File: src/rtl/gshare_predictor.sv
// gshare direction predictor: PC xor speculative global history indexes a table of
// 2-bit saturating counters. An in-order in-flight queue keeps the lookup index,
// predicted direction and history snapshot so training and history repair are exact.
// Optional statistics counters are enabled with the GSHARE_STATS_EN macro.
module gshare_predictor #(
   parameter int unsigned PC_W     = 32,
   parameter int unsigned PC_SHIFT = 2,
   parameter int unsigned IDX_W    = 6,
   parameter int unsigned HIST_W   = 6,
   parameter int unsigned DEPTH    = 4
) (
   input  logic                       clk,
   input  logic                       reset,
   input  logic                       lookup_valid,
   input  logic [PC_W-1:0]            lookup_pc,
   output logic                       lookup_ready,
   output logic                       pred_taken,
   input  logic                       resolve_valid,
   input  logic                       resolve_taken,
   output logic                       mispredict,
   output logic [$clog2(DEPTH):0]     inflight_cnt
`ifdef GSHARE_STATS_EN
   ,
   output logic [15:0]                stat_lookups,
   output logic [15:0]                stat_mispredicts
`endif
);

   localparam int unsigned PTR_W = $clog2(DEPTH);
   localparam int unsigned CNT_W = PTR_W + 1;
   localparam int unsigned TBL_N = 1 << IDX_W;

   typedef struct packed {
      logic [IDX_W-1:0]  idx;
      logic              pred;
      logic [HIST_W-1:0] ghr;
   } entry_t;

   logic [1:0]        table_q [TBL_N];
   entry_t            fifo_q  [DEPTH];
   logic [HIST_W-1:0] ghr_q, ghr_d;
   logic [PTR_W-1:0]  head_q, head_d, tail_q, tail_d;
   logic [CNT_W-1:0]  cnt_q, cnt_d;
   logic              mispredict_q;

   logic [IDX_W-1:0]  ghr_ext, idx;
   logic              empty, full, pop, accept, mispredict_now;
   entry_t            head, new_entry;
   logic [1:0]        ctr_old, ctr_new;
   logic [HIST_W-1:0] ghr_spec, ghr_fix;

   // Bits not needed for indexing or history repair.
   logic unused_pc, unused_bits;
   assign unused_pc   = ^lookup_pc;
   assign unused_bits = head.ghr[HIST_W-1];

   assign head  = fifo_q[head_q];
   assign empty = (cnt_q == '0);
   assign full  = (cnt_q == CNT_W'(DEPTH));

   // Index formation and same-cycle handshake/prediction.
   always_comb begin
      ghr_ext                = '0;
      ghr_ext[HIST_W-1:0]    = ghr_q;
      idx                    = lookup_pc[PC_SHIFT +: IDX_W] ^ ghr_ext;
      pop                    = resolve_valid && !empty;
      mispredict_now         = pop && (resolve_taken != head.pred);
      lookup_ready           = !full && !mispredict_now;
      accept                 = lookup_valid && lookup_ready;
      pred_taken             = accept ? table_q[idx][1] : 1'b0;
      new_entry.idx          = idx;
      new_entry.pred         = pred_taken;
      new_entry.ghr          = ghr_q;
   end

   // History shift: speculative (fetch) and repaired (mispredict) variants.
   if (HIST_W == 1) begin : g_hist_one
      assign ghr_spec = pred_taken;
      assign ghr_fix  = resolve_taken;
   end else begin : g_hist_multi
      assign ghr_spec = {ghr_q[HIST_W-2:0], pred_taken};
      assign ghr_fix  = {head.ghr[HIST_W-2:0], resolve_taken};
   end

   // Saturating counter update for the resolving entry.
   always_comb begin
      ctr_old = table_q[head.idx];
      ctr_new = ctr_old;
      if (resolve_taken) begin
         if (ctr_old != 2'b11) ctr_new = ctr_old + 2'b01;
      end else begin
         if (ctr_old != 2'b00) ctr_new = ctr_old - 2'b01;
      end
   end

   // Queue pointers, occupancy and history next state; a mispredict flushes everything.
   always_comb begin
      head_d = head_q;
      tail_d = tail_q;
      cnt_d  = cnt_q;
      ghr_d  = ghr_q;
      if (mispredict_now) begin
         head_d = '0;
         tail_d = '0;
         cnt_d  = '0;
         ghr_d  = ghr_fix;
      end else begin
         if (accept) begin
            tail_d = tail_q + 1'b1;
            ghr_d  = ghr_spec;
         end
         if (pop) head_d = head_q + 1'b1;
         cnt_d = cnt_q + CNT_W'(accept) - CNT_W'(pop);
      end
   end

   // Control state registers.
   always_ff @(posedge clk or negedge reset) begin
      if (!reset) begin
         head_q       <= '0;
         tail_q       <= '0;
         cnt_q        <= '0;
         ghr_q        <= '0;
         mispredict_q <= 1'b0;
      end else begin
         head_q       <= head_d;
         tail_q       <= tail_d;
         cnt_q        <= cnt_d;
         ghr_q        <= ghr_d;
         mispredict_q <= mispredict_now;
      end
   end

   // Pattern table: trained only by popped (right-path) entries.
   always_ff @(posedge clk or negedge reset) begin
      if (!reset) begin
         for (int i = 0; i < int'(TBL_N); i++) table_q[i] <= 2'b01;
      end else if (pop) begin
         table_q[head.idx] <= ctr_new;
      end
   end

   // In-flight entry storage.
   always_ff @(posedge clk or negedge reset) begin
      if (!reset) begin
         for (int i = 0; i < int'(DEPTH); i++) fifo_q[i] <= '0;
      end else if (accept) begin
         fifo_q[tail_q] <= new_entry;
      end
   end

   assign mispredict   = mispredict_q;
   assign inflight_cnt = cnt_q;

`ifdef GSHARE_STATS_EN
   logic [15:0] stat_lookups_q, stat_mispredicts_q;

   // Event counters, free-running with natural 16-bit wrap.
   always_ff @(posedge clk or negedge reset) begin
      if (!reset) begin
         stat_lookups_q     <= '0;
         stat_mispredicts_q <= '0;
      end else begin
         if (accept)         stat_lookups_q     <= stat_lookups_q + 16'd1;
         if (mispredict_now) stat_mispredicts_q <= stat_mispredicts_q + 16'd1;
      end
   end

   assign stat_lookups     = stat_lookups_q;
   assign stat_mispredicts = stat_mispredicts_q;
`endif

endmodule

File: config.mk
export PLATFORM = sky130hd
export DESIGN_NAME = gshare_predictor
export DESIGN_NICKNAME = d
export VERILOG_FILES = /design/src/rtl/gshare_predictor.sv
export SDC_FILE = /design/constraint.sdc
export NUM_CORES = 1
export LEC_CHECK = 0
export ABC_CLOCK_PERIOD_IN_PS = 3650
export BUFFER_PORTS_ARGS = -buffer_cell sky130_fd_sc_hd__buf_2
export CORE_UTILIZATION = 56
export DETAILED_ROUTE_END_ITERATION = 8
export HOLD_SLACK_MARGIN = 0.06
export PLACE_DENSITY = 0.84
export SKIP_LAST_GASP = 1
export SLEW_MARGIN = 20
export SYNTH_ARGS = -nofsm -noshare
export SYNTH_HDL_FRONTEND = slang
export SYNTH_SLANG_ARGS = --single-unit
File: constraint.sdc
create_clock -name clk -period 3.65 [get_ports clk]
set_input_delay 0.1825 -clock clk [delete_from_list [all_inputs] [get_ports clk]]
set_output_delay 0.1825 -clock clk [all_outputs]
set_load 0.01 [all_outputs]
==> results_dict.tcl <==
set metrics [dict create \
    worst_pin_slew_ns 1.08 \
    dpl.cell_count 1140 \
    grt_pass1_wl_um 40100 \
    path_max_fanout 43 \
    finalSetupViolations 0 \
    drv_slew 0 \
    path_class "register to register" \
    portBuffers 16 \
    ys_ff_latch 190 \
    grt.overflow.total 0 \
    hp-class "input pin to register" \
    synthesis.nets 950 \
    cts_root_buf "clkbuf_16" \
    routed_wl_um 24400 \
    hpwlAfterDp_um 15800 \
    met2_usage_pct 47.1 \
    io_pins 43 \
    period_needed_ns 3.65 \
    met3_usage_pct 7.14 \
    r2r-end "table_q[80]$_DFFE_PN1P_" \
    n_antenna_cell 0 \
    synthesis.instances 906 \
    fin_util_pct 66.4 \
    cp-start-kind "register" \
    stdcell_count 1179 \
    busiest_layer "met2" \
    hold_ws_ns 0.0958 \
    syn-cell-area_um2 9360 \
    yosysTopAreaCell "dfrtp_1" \
    max_freq_ghz 0.274 \
    die-area_um2 17200 \
    drtPass1Iterations 6 \
    ff2ff_path_depth 10 \
    min_from "resolve_valid" \
    end_kind "register" \
    placed_cell_area_um2 9950 \
    synthArstFlopShare_pct 100 \
    grt_max_degree 108 \
    die_h_um 131 \
    yosysSeqAreaShare_pct 51.7 \
    clkSinkCount 190 \
    final_nets 994 \
    critPathRequiredTime_ns 4.02 \
    vias_per_cell 6.27 \
    grt_use_met1_pct 39.2 \
    synth-edff-count 0 \
    holdPathStages 4 \
    gp_congestion 0.864 \
    rows 46 \
    cp.arrival_ns 4.02 \
    drv_cap 0 \
    die_x_um 131 \
    first_global_vias 7573 \
    skew_ns 0.0131 \
    initial_core_util_pct 58.1 \
    core-area_um2 16100 \
    status "finished, final reports clean" \
    rsz0062_at_grt "yes" \
    yosys_warnings 0 \
    clkTransAtPathRegs_ns 0.08 \
    post-route-cell-area_um2 10700 \
    wl_per_cell_um 20.7 \
    synth_area_leaders "dfrtp_1, dfstp_2, nand2_1" \
    htree_levels 4 \
    r2r_slack_ns 0.005 \
    avgSynthCellArea_um2 10.3 \
    ant_nets 0 \
    clock_latency_ns 0.45 \
    final_hold_viol_count 0 \
    synth_flop_cell "dfrtp_1" \
    synth_top_area_share_pct 33.7 \
    rr_startpoint "head_q[0]$_DFFE_PN0P_" \
    fill_cells 1146 \
    clock_path_buffers 2 \
    syn_to_final_growth_pct 14.3 \
    drcViolationCount 0 \
    route.vias.total 7398 \
    whs_endpoint "head_q[0]$_DFFE_PN0P_" \
    synth_commonest_cells "nand2_1, dfrtp_1, o21ai_0" \
    cts_tree "built" \
    cts_buffers 17 \
    drtIter0Drc 880 \
    synth_most_common_cell "nand2_1" \
    synth_cell_type_count 57 \
    drive_above_1_share_pct 26.1 \
    fin_crit_sh_pct 99.9 \
    maxSlewHeadroom_pct 27.7 \
    antenna_found_initial 0 \
    track_usage_pct 30.1 \
]
worst max-delay path: stages (launching register included):
cell     delay [ns]
dfrtp_2        0.45
mux4_2         0.42
buf_4          0.17
and2_1         0.58
a22oi_1        0.20
nand3_1        0.13
nand4_1        0.23
or4_4          0.60
maj3_2         0.36
buf_12         0.20
o21ai_1        0.18
logic make-up (layout without fill, tap and decap cells):
| logic type | after synthesis | count (layout) | share of synthesized area (%) |
|---|---|---|---|
| multiplexers | 113 | 113 | 16.9 |
| flip-flops | 190 | 190 | 51.7 |
| buffers and inverters | 60 | 117 | 2.87 |
| XOR/XNOR | 13 | 13 | 1.22 |
| AO/OA/AOI/OAI | 211 | 211 | 12.6 |
| adder cells (fa/ha/maj) | 9 | 9 | 1.26 |
| AND/OR/NAND/NOR | 310 | 310 | 13.6 |
layout by cell type, fill, tap and decap left out, types with 23 or more instances in the layout:
master / instances
buf_4: 46
mux4_2: 32
nor2_1: 23
o21ai_1: 60
nand2_1: 247
dfrtp_1: 124
dfstp_2: 64
mux2_2: 26
mux2i_1: 52
o21ai_0: 93
routing by layer:
layer / routed length (um) / part of all wire, %
met1: 9560 / 39
met3: 2230 / 9.1
met5: 0 / 0
met4: 1040 / 4.2
met2: 11600 / 48
worst max path at each step:
stage / slack [ns] / startpoint / end
after floorplan: -0.008 / head_q[0]$_DFFE_PN0P_ / inflight_cnt[2]$_DFF_PN0_
after global routing: -0.04 / head_q[0]$_DFFE_PN0P_ / table_q[80]$_DFFE_PN1P_
final: 0.005 / head_q[0]$_DFFE_PN0P_ / table_q[80]$_DFFE_PN1P_
after CTS: -0.005 / head_q[0]$_DFFE_PN0P_ / inflight_cnt[2]$_DFF_PN0_
after detailed placement: 0.05 / head_q[0]$_DFFE_PN0P_ / inflight_cnt[2]$_DFF_PN0_
after global placement: 0.11 / head_q[0]$_DFFE_PN0P_ / table_q[0]$_DFFE_PN1P_
repair_timing:
action                     in CTS  in global routing
hold buffers                    1                  0
hold endpoints to repair       55                  0
buffers inserted                0                  5
resized for setup               0                 23
setup endpoints to repair       1                106
pin swaps                       0                  1
cloned                          0                  1
layout make-up:
type	instances	area (um^2)	area share, %
sequential	190	4840	45.2
multi-input combinational	656	4310	40.3
timing repair buffer	73	618	5.78
clock buffer	18	439	4.11
tap	216	270	2.53
clock inverter	14	171	1.60
inverter	12	46.3	0.433
registers in the layout, indices dropped and copies added, names as in the netlist:
| signal | cells |
|---|---|
| table_q | 128 |
| fifo_q | 48 |
| ghr_ext | 6 |
| inflight_cnt | 3 |
| head_q | 2 |
| tail_q | 2 |
| mispredict | 1 |
metrics by stage:
stage	TNS (ns)	setup WS (ns)
4_1_cts	-0.00535	-0.00535
2_1_floorplan	-0.00802	-0.00802
3_3_place_gp	0	0.106
3_5_place_dp	0	0.0485
5_1_grt	-0.802	-0.0409
6_report	0	0.00475
Power is not shown: default switching activity piles up to over one toggle a cycle in this logic, so the estimate is an artifact.
